[config.mk]
export PLATFORM = sky130hd
export DESIGN_NAME = snes_controller_reader
export DESIGN_NICKNAME = d
export VERILOG_FILES = /design/src/rtl/tetris_pkg.sv /design/src/rtl/counter.sv /design/src/rtl/snes_controller_reader.sv
export SDC_FILE = /design/constraint.sdc
export NUM_CORES = 1
export LEC_CHECK = 0
export BUFFER_PORTS_ARGS = -buffer_cell sky130_fd_sc_hd__buf_2
export CAP_MARGIN = 15
export CORE_UTILIZATION = 50
export DETAILED_ROUTE_END_ITERATION = 16
export GPL_TIMING_DRIVEN = 1
export HOLD_SLACK_MARGIN = 0.05
export PLACE_DENSITY = 0.65
export SKIP_LAST_GASP = 1
export SYNTH_ARGS = -nofsm -noshare
export SYNTH_HDL_FRONTEND = slang
export SYNTH_SLANG_ARGS = --single-unit
[constraint.sdc]
create_clock -name clk -period 2.15 [get_ports clk]
set_input_delay 0.43 -clock clk [delete_from_list [all_inputs] [get_ports clk]]
set_output_delay 0.43 -clock clk [all_outputs]
set_load 0.005 [all_outputs]
[src/rtl/tetris_pkg.sv]
// Shared tetris definitions: gamepad button indices and the serial reader state encoding.
package tetris_pkg;

    localparam int NUM_BUTTONS = 12;

    // Bit positions match the order the SNES pad shifts its report out.
    localparam int BTN_B      = 0;
    localparam int BTN_Y      = 1;
    localparam int BTN_SELECT = 2;
    localparam int BTN_START  = 3;
    localparam int BTN_UP     = 4;
    localparam int BTN_DOWN   = 5;
    localparam int BTN_LEFT   = 6;
    localparam int BTN_RIGHT  = 7;
    localparam int BTN_A      = 8;
    localparam int BTN_X      = 9;
    localparam int BTN_L      = 10;
    localparam int BTN_R      = 11;

    typedef enum logic [2:0] {
        IDLE,
        LATCH,
        SAMPLE,
        CLK_LOW,
        DONE
    } reader_state_t;

endpackage

[src/rtl/counter.sv]
// Generic up/down counter with synchronous load; clears on asynchronous reset.
module counter #(
    parameter int WIDTH = 8
) (
    input  logic             clk,
    input  logic             rst_l,
    input  logic             en,
    input  logic             load,
    input  logic             up,
    input  logic [WIDTH-1:0] d,
    output logic [WIDTH-1:0] q
);

    always_ff @(posedge clk or negedge rst_l) begin
        if (!rst_l) begin
            q <= '0;
        end else if (en) begin
            if (load)    q <= d;
            else if (up) q <= q + 1'b1;
            else         q <= q - 1'b1;
        end
    end

endmodule

[src/rtl/snes_controller_reader.sv]
// Polls an SNES gamepad at a fixed rate and publishes the 12 button levels with a valid strobe.
module snes_controller_reader
    import tetris_pkg::*;
#(
    parameter int LATCH_CYCLES = 600,
    parameter int HALF_CYCLES  = 300,
    parameter int POLL_CYCLES  = 833_333,
    parameter int NUM_BITS     = 16
) (
    input  logic                   clk,
    input  logic                   rst_l,
    input  logic                   ctrl_data,
    output logic                   ctrl_latch,
    output logic                   ctrl_pulse,
    output logic [NUM_BUTTONS-1:0] buttons,
    output logic                   buttons_valid,
    output logic                   busy
);

    localparam int TXN_CYCLES = LATCH_CYCLES + (2*NUM_BITS-1)*HALF_CYCLES + 1;
    localparam int PHASE_MAX  = (LATCH_CYCLES > HALF_CYCLES) ? LATCH_CYCLES : HALF_CYCLES;
    localparam int POLL_W     = (POLL_CYCLES > 1) ? $clog2(POLL_CYCLES) : 1;
    localparam int PHASE_W    = (PHASE_MAX > 1) ? $clog2(PHASE_MAX) : 1;
    localparam int BIT_W      = (NUM_BITS > 1) ? $clog2(NUM_BITS) : 1;

    if (POLL_CYCLES <= TXN_CYCLES) begin : g_poll_too_short
        $error("POLL_CYCLES must exceed the transaction length");
    end
    if (NUM_BITS < NUM_BUTTONS) begin : g_too_few_bits
        $error("NUM_BITS must cover all buttons");
    end

    reader_state_t       state, state_next;
    logic [1:0]          data_sync;
    logic                data_s;
    logic [POLL_W-1:0]   poll_cnt;
    logic [PHASE_W-1:0]  phase_cnt;
    logic [BIT_W-1:0]    bit_idx;
    logic [NUM_BITS-1:0] shift;
    logic                poll_last, phase_last, phase_clr, bit_en, sample_en;

    // Idle level of the pulled-up data line is high.
    always_ff @(posedge clk or negedge rst_l) begin
        if (!rst_l) data_sync <= 2'b11;
        else        data_sync <= {data_sync[0], ctrl_data};
    end
    assign data_s = data_sync[1];

    assign poll_last = (poll_cnt == POLL_W'(POLL_CYCLES-1));

    always_comb begin
        phase_last = 1'b0;
        case (state)
            LATCH:           phase_last = (phase_cnt == PHASE_W'(LATCH_CYCLES-1));
            SAMPLE, CLK_LOW: phase_last = (phase_cnt == PHASE_W'(HALF_CYCLES-1));
            default:         phase_last = 1'b0;
        endcase
    end

    assign phase_clr = (state == IDLE) || (state == DONE) || phase_last;
    assign bit_en    = (state == LATCH) || ((state == CLK_LOW) && phase_last);
    assign sample_en = (state == SAMPLE) && phase_last;

    counter #(.WIDTH(POLL_W)) u_poll_cnt (
        .clk(clk), .rst_l(rst_l), .en(1'b1), .load(poll_last), .up(1'b1),
        .d('0), .q(poll_cnt)
    );

    counter #(.WIDTH(PHASE_W)) u_phase_cnt (
        .clk(clk), .rst_l(rst_l), .en(1'b1), .load(phase_clr), .up(1'b1),
        .d('0), .q(phase_cnt)
    );

    counter #(.WIDTH(BIT_W)) u_bit_cnt (
        .clk(clk), .rst_l(rst_l), .en(bit_en), .load(state == LATCH), .up(1'b1),
        .d('0), .q(bit_idx)
    );

    always_ff @(posedge clk or negedge rst_l) begin
        if (!rst_l) state <= IDLE;
        else        state <= state_next;
    end

    always_comb begin
        state_next = state;
        case (state)
            IDLE:    if (poll_last)  state_next = LATCH;
            LATCH:   if (phase_last) state_next = SAMPLE;
            SAMPLE:  if (phase_last) state_next = (bit_idx == BIT_W'(NUM_BITS-1)) ? DONE : CLK_LOW;
            CLK_LOW: if (phase_last) state_next = SAMPLE;
            DONE:    state_next = IDLE;
            default: state_next = IDLE;
        endcase
    end

    // Pad lines are decoded from the next state so they align exactly with the state register.
    always_ff @(posedge clk or negedge rst_l) begin
        if (!rst_l) begin
            ctrl_latch    <= 1'b0;
            ctrl_pulse    <= 1'b1;
            buttons       <= '0;
            buttons_valid <= 1'b0;
            shift         <= '1;
        end else begin
            ctrl_latch    <= (state_next == LATCH);
            ctrl_pulse    <= (state_next != CLK_LOW);
            buttons_valid <= (state == DONE);
            if (sample_en)       shift[bit_idx] <= data_s;
            if (state == DONE)   buttons <= ~shift[NUM_BUTTONS-1:0];
        end
    end

    assign busy = (state != IDLE);

endmodule

### After elaboration in Yosys (flattened, before gate mapping)

Index checks and enable logic that the tools add are counted.

* bits in read-only memories: 0
* memories kept: 0
* latch bits: 0
* output and inout bits: 16
* logic and storage cells: 48
* register bits: 70
* RAM bits: 0
* input port bits: 3

* div/mod/pow operators: 0
* reduce and logical (&&, ||, !) cells: 10
* muxes and demuxes: 12
* add/subtract/negate cells: 3
* shift operators: 0
* eq/ne operators: 10
* order comparisons: 2
* multiply operators: 0
* bitwise operators: 1

Operators with widths (count)
* $add A20 B1 Y20 const B: 1
* $eq A20 B20 Y1 const B: 1
* $mux W20: 1
* $bwmux W16: 1
* $mux W3: 4
* $not A12 Y12: 1
* $add A10 B1 Y10 const B: 1
* $eq A10 B10 Y1 const B: 1
* $eq A10 B9 Y1 const B: 1
* $mux W10: 1
* $pmux W3 S3: 1
* $eq A3 B1 Y1 const B: 2
* $eq A3 B2 Y1 const B: 2
* $lt A4 B5 Y1 const B: 1
* $add A4 B1 Y4 const B: 1
* $demux W1 S4: 1
* $eq A4 B4 Y1 const B: 1
* $ge A4 B1 Y1 const B: 1
* $mux W4: 1
* $reduce_or A2 Y1: 2
* $eq A3 B3 Y1 const B: 1
* $logic_and A1 B1 Y1: 3
* $logic_not A3 Y1: 1
* $logic_or A1 B1 Y1: 3
* 4 further kinds: 4

### Longest topological paths before layout

* depth after elaboration: 6
* mapped depth: 7
* gate-level depth less buffers: 6

### Modules after synthesis

From an unflattened synthesis, not the netlist that was laid out.

* cell total of the unflattened synthesis: 498
* area, all modules: 4513.1 µm²

By module, submodules not included
* counter (u_poll_cnt): times used 1, cells an instance 231, sequential area each 500.5 µm², area each 1863.0 µm²
* snes_controller_reader: times used 1, cells an instance 131, sequential area each 819.5 µm², area each 1500.2 µm²
* counter (u_phase_cnt): times used 1, cells an instance 105, sequential area each 250.2 µm², area each 858.3 µm²
* counter (u_bit_cnt): times used 1, cells an instance 31, sequential area each 100.1 µm², area each 291.5 µm²

### Least setup slack after synthesis

Ideal clock, no wire load.

* kind: flip-flop to flip-flop
* start: reg u_poll_cnt.q[11]
* end: reg u_poll_cnt.q[10]
* data arrival time: 1.810 ns
* stages on the path, launching flop included: 6
* required time: 2.031 ns
* setup slack: 0.221 ns
* setup time: 0.119 ns
* buffers on the path: 1
* period minus slack after synthesis: 1.929 ns
* cell sequence: dfrtp_1 > or4b_1 > or3_1 > nor4_2 > buf_4 > nor2_1

* word-level cells in the longest chain between the ends: 2

RTL lines
* start, declared: line counter.sv:11 `output logic [WIDTH-1:0] q`
* start signal, assigned: line counter.sv:19 `else if (up) q <= q + 1'b1;`
* start signal, assigned: line counter.sv:20 `else q <= q - 1'b1;`
* $eq A20 B20 Y1: line snes_controller_reader.sv:49 `assign poll_last = (poll_cnt == POLL_W'(POLL_CYCLES-1));`
* $mux W20: line counter.sv:18 `if (load) q <= d;`

Every way passes these cells.
A chain may end at the register's enable or synchronous reset.

### Worst setup path after layout

* start: reg u_phase_cnt.q[4]
* end: reg state[2]

* word-level cells in the longest chain between the ends: 4
* elaborated cells between the ends (all ways): 6
* classes of those cells: eq/ne (2); mux (4)

RTL lines
* start, declared: line counter.sv:11
* start signal, assigned: line counter.sv:19
* start signal, assigned: line counter.sv:20
* $eq A10 B9 Y1 or $eq A10 B10 Y1 (tied branches): line snes_controller_reader.sv:55, snes_controller_reader.sv:54
* $pmux W1 S2 *: line snes_controller_reader.sv:53 `case (state)`
* $mux W3 (on tied branches): line snes_controller_reader.sv:88, snes_controller_reader.sv:90, snes_controller_reader.sv:89
* $pmux W3 S3 *: line snes_controller_reader.sv:86 `case (state)`
* named net state_next[2]: line snes_controller_reader.sv:33 `reader_state_t state, state_next;`
* end signal, assigned: line snes_controller_reader.sv:81 `else state <= state_next;`
* end, declared: line snes_controller_reader.sv:33

Mark *: on every way through the listed nets, which the timed path passes. The rest lies on a longest branch.

==> summary.md <==
| Metric | Value |
|---|---|
| Post-synth top area share | `40.3%` |
| RR Startpoint | `u_phase_cnt.q[4]$_DFF_PN0_` |
| Final GP Congestion | `0.800` |
| Worst-path clk slew | `0.08 ns` |
| Largest net degree at the start of global routing | `67` |
| Cts bufs inserted | `9` |
| Dpl hpwl | `3.85 mm` |
| Crit end category | `flop` |
| Mapped Cells | `292` |
| Dpl ws | `0.102 ns` |
| Share of synthesized registers carrying an async set or reset | `100%` |
| Critical-path maximum fanout | `7` |
| Final Max Slew Viols | `0` |
| CTS tree | `yes` |
| CP max stage cell | `or4b_4` |
| Global-route wire length before repair | `9.84 mm` |
| Most frequent cells after synthesis | `51 x dfrtp_1, 32 x nand2_1, 19 x nor2_1, 18 x nand3_1, 18 x nor3_1` |
| R2r endpoint | `state[2]$_DFF_PN0_` |
| Fin area | `0.00360 mm²` |
| Tightest Hold Check Type | `in2async` |
| Startpoint types | `flop` |
| Critical setup path kind | `reg2reg` |
| Area growth syn-to-layout | `13.9%` |
| Hold_buf cts | `0` |
| Initial antenna violation count | `0` |
| Drt wl/cell | `14.6 µm` |
| Initial Util | `52.5%` |
| Delay-heaviest family, CP | `simple AND/OR/NAND/NOR gates` |
| Area post-placement | `0.00337 mm²` |
| Final nets | `328` |
| Main area contributors after synthesis | `dfrtp_1 40%, dfstp_2 12%, xnor2_1 4.4%, mux2_2 4.3%, nand2_1 3.8%` |
| Mean Syn Cell Area | `10.8 µm²` |
| Status | `completed` |
| LEAKAGE | `1.53 nW` |
| Syn Nets | `302` |
| Crit-path max cell delay | `0.60 ns` |
| R2R depth | `3` |
| Core Footprint | `0.00603 mm²` |
| Die X | `81.6 µm` |
| Shortest period the worst path allows | `2.06 ns` |
| Initial DRC Count | `101` |
| Pwr dens | `678 mW/mm²` |
| Max Buffers Root-to-Sink | `2` |
| R2R setup slack | `0.09 ns` |
| Dominant synthesized flop cell | `dfrtp_1` |
| Fin crit share | `95.9%` |
| Layout cells sized above 1 | `25.1%` |
| I/O Pins | `19` |
| Final core occ | `59.8%` |
| Top-count cell post-synth | `dfrtp_1` |
| Via density per instance | `5.52` |
| Fmax | `0.485 GHz` |
| Htree depth | `3` |
| Area leader, netlist | `dfrtp_1` |
| Die footprint | `0.00665 mm²` |
| Finished Layout Cells | `398` |
| CP Data Required Time | `2.37 ns` |
| EDFF count, synth | `0` |
| Worst EP arrival | `2.28 ns` |
| Rows | `28` |
| Cell Area, Synth | `0.00317 mm²` |
| Height of the die | `81.6 µm` |
| CTS Root Cell | `clkbuf_8` |
| Power, Total | `2.44 mW` |
| GRT Resource Usage Total | `19.7%` |
| # Max-Cap Violations | `0` |
| Synth warn | `0` |
| Dpl cells | `382` |
| # clock sinks | `66` |
| Final Hold Viols | `0` |
| Detailed Route WL | `5.81 mm` |
| Seq/Total Area, Yosys | `52.8%` |
| Worst Skew | `0.00984 ns` |
| RSZ-0062 raised after global routing | `false` |
| # port buffers | `18` |
| DRC | `0` |
| Slew margin rel. | `55.9%` |
| Distinct cell type count after synthesis | `50` |
| Setup TNS Final | `0 ns` |
| Slew @ Worst Pin | `0.659 ns` |
| GRT Residual Overflow | `0` |
| #FFs+latches synth | `66` |
| Clock Latency Late Sink | `0.34 ns` |
| Final Setup Violations | `0` |
| Diodes inserted | `0` |
| WHS | `0.0934 ns` |
| CP bufs+invs | `0` |
| Fin worst setup slack | `0.0889 ns` |
| Max rail drop VDD | `0.425 mV` |
| Routed via count | `2195` |
| Vias in the first global route | `2123` |
| Antenna viol nets, final | `0` |
| DRT Pass-1 Iters | `4` |
| CP cell instances | `or4b_4, or3_1, a2111oi_2` |
## how the worst max path moves through the flow
| stage | from | cells past startpoint | slack [ns] | end |
|---|---|---|---|---|
| finish | u_phase_cnt.q[4]$_DFF_PN0_ | 3 | 0.09 | state[2]$_DFF_PN0_ |
| global route | u_poll_cnt.q[11]$_DFF_PN0_ | 5 | 0.01 | u_poll_cnt.q[15]$_DFF_PN0_ |
| CTS | u_phase_cnt.q[5]$_DFF_PN0_ | 4 | 0.09 | u_bit_cnt.q[0]$_DFFE_PN0P_ |
| detailed placement | u_phase_cnt.q[5]$_DFF_PN0_ | 4 | 0.10 | u_bit_cnt.q[0]$_DFFE_PN0P_ |
| global placement | u_phase_cnt.q[4]$_DFF_PN0_ | 3 | 0.14 | state[2]$_DFF_PN0_ |
| floorplan | u_poll_cnt.q[11]$_DFF_PN0_ | 5 | 0.22 | u_poll_cnt.q[10]$_DFF_PN0_ |
## placed cells by master (no fill, tap or decap), types with 2 or more instances in the layout
cell type / Yosys / layout
and3_1: 2 / 2
a21oi_1: 2 / 2
xnor2_1: 16 / 16
ha_1: 7 / 7
nor3_1: 18 / 18
o211ai_1: 3 / 3
dfrtp_1: 51 / 51
nand3_1: 18 / 17
buf_4: 2 / 9
nand4b_1: 4 / 4
bufinv_16: 0 / 2
a31oi_1: 2 / 2
or4b_4: 2 / 2
xor2_1: 8 / 8
mux2_2: 12 / 12
clkbuf_8: 0 / 9
or3b_2: 2 / 2
nor4b_1: 2 / 2
or3_1: 3 / 3
inv_6: 0 / 2
dfstp_2: 15 / 15
mux2i_1: 2 / 2
inv_1: 7 / 7
o21ai_0: 13 / 13
nand4_1: 7 / 7
or4bb_1: 2 / 2
nor2_1: 19 / 19
nor3b_1: 5 / 5
nor4_1: 2 / 2
or4b_1: 2 / 2
a221o_1: 2 / 2
nand2_1: 32 / 32
nand2b_1: 2 / 2
buf_2: 1 / 18
## worst register-to-register path: stages (launching register included)
cell and delay (ns):
dfrtp_1 0.42, or4b_4 0.60, or3_1 0.52, a2111oi_2 0.41
## registers in the layout, indices dropped and copies added, names as in the netlist
name           flops
u_poll_cnt.q      20
buttons           12
shift             12
u_phase_cnt.q     10
u_bit_cnt.q        4
state              3
data_sync          2
buttons_valid      1
ctrl_latch         1
ctrl_pulse         1
## routing by layer
| metal | GRT usage, % | part of all wire (%) |
|---|---|---|
| met1 | 25.5 | 49 |
| met4 | 10.2 | 1.8 |
| met5 | 0 | 0 |
| met2 | 30.3 | 46 |
| met3 | 5.22 | 3.4 |
## what timing repair did
| action | in CTS | in global routing |
|---|---|---|
| buffers inserted | 0 | 0 |
| resized for setup | 0 | 2 |
| setup endpoints to repair | 0 | 2 |
## layout make-up
class / instances / area [µm²]
clock buffer: 9 / 124
tap: 75 / 93.8
clock inverter: 7 / 98.8
inverter: 7 / 26.3
multi-input combinational: 206 / 1410
timing repair buffer: 28 / 178
sequential: 66 / 1670
fill: 519 / 2420
## where the power goes
| group | switching [mW] | internal, mW | total, mW |
|---|---|---|---|
| Clock | 0.507 | 0.661 | 1.17 |
| Sequential | 0.00332 | 1.25 | 1.25 |
| Combinational | 0.0233 | 0.00533 | 0.0287 |
## logic make-up after synthesis
| family | Yosys count | synth area share, % |
|---|---|---|
| buffers and inverters | 20 | 2.89 |
| AOI/OAI and AO/OA | 30 | 6.44 |
| xor gates and xnor gates | 24 | 6.64 |
| DFF | 66 | 52.8 |
| and+or+nand+nor | 131 | 23.6 |
| muxes | 14 | 4.90 |
| adders and majority gates | 7 | 2.77 |
Power figures use the tool's default switching activity.
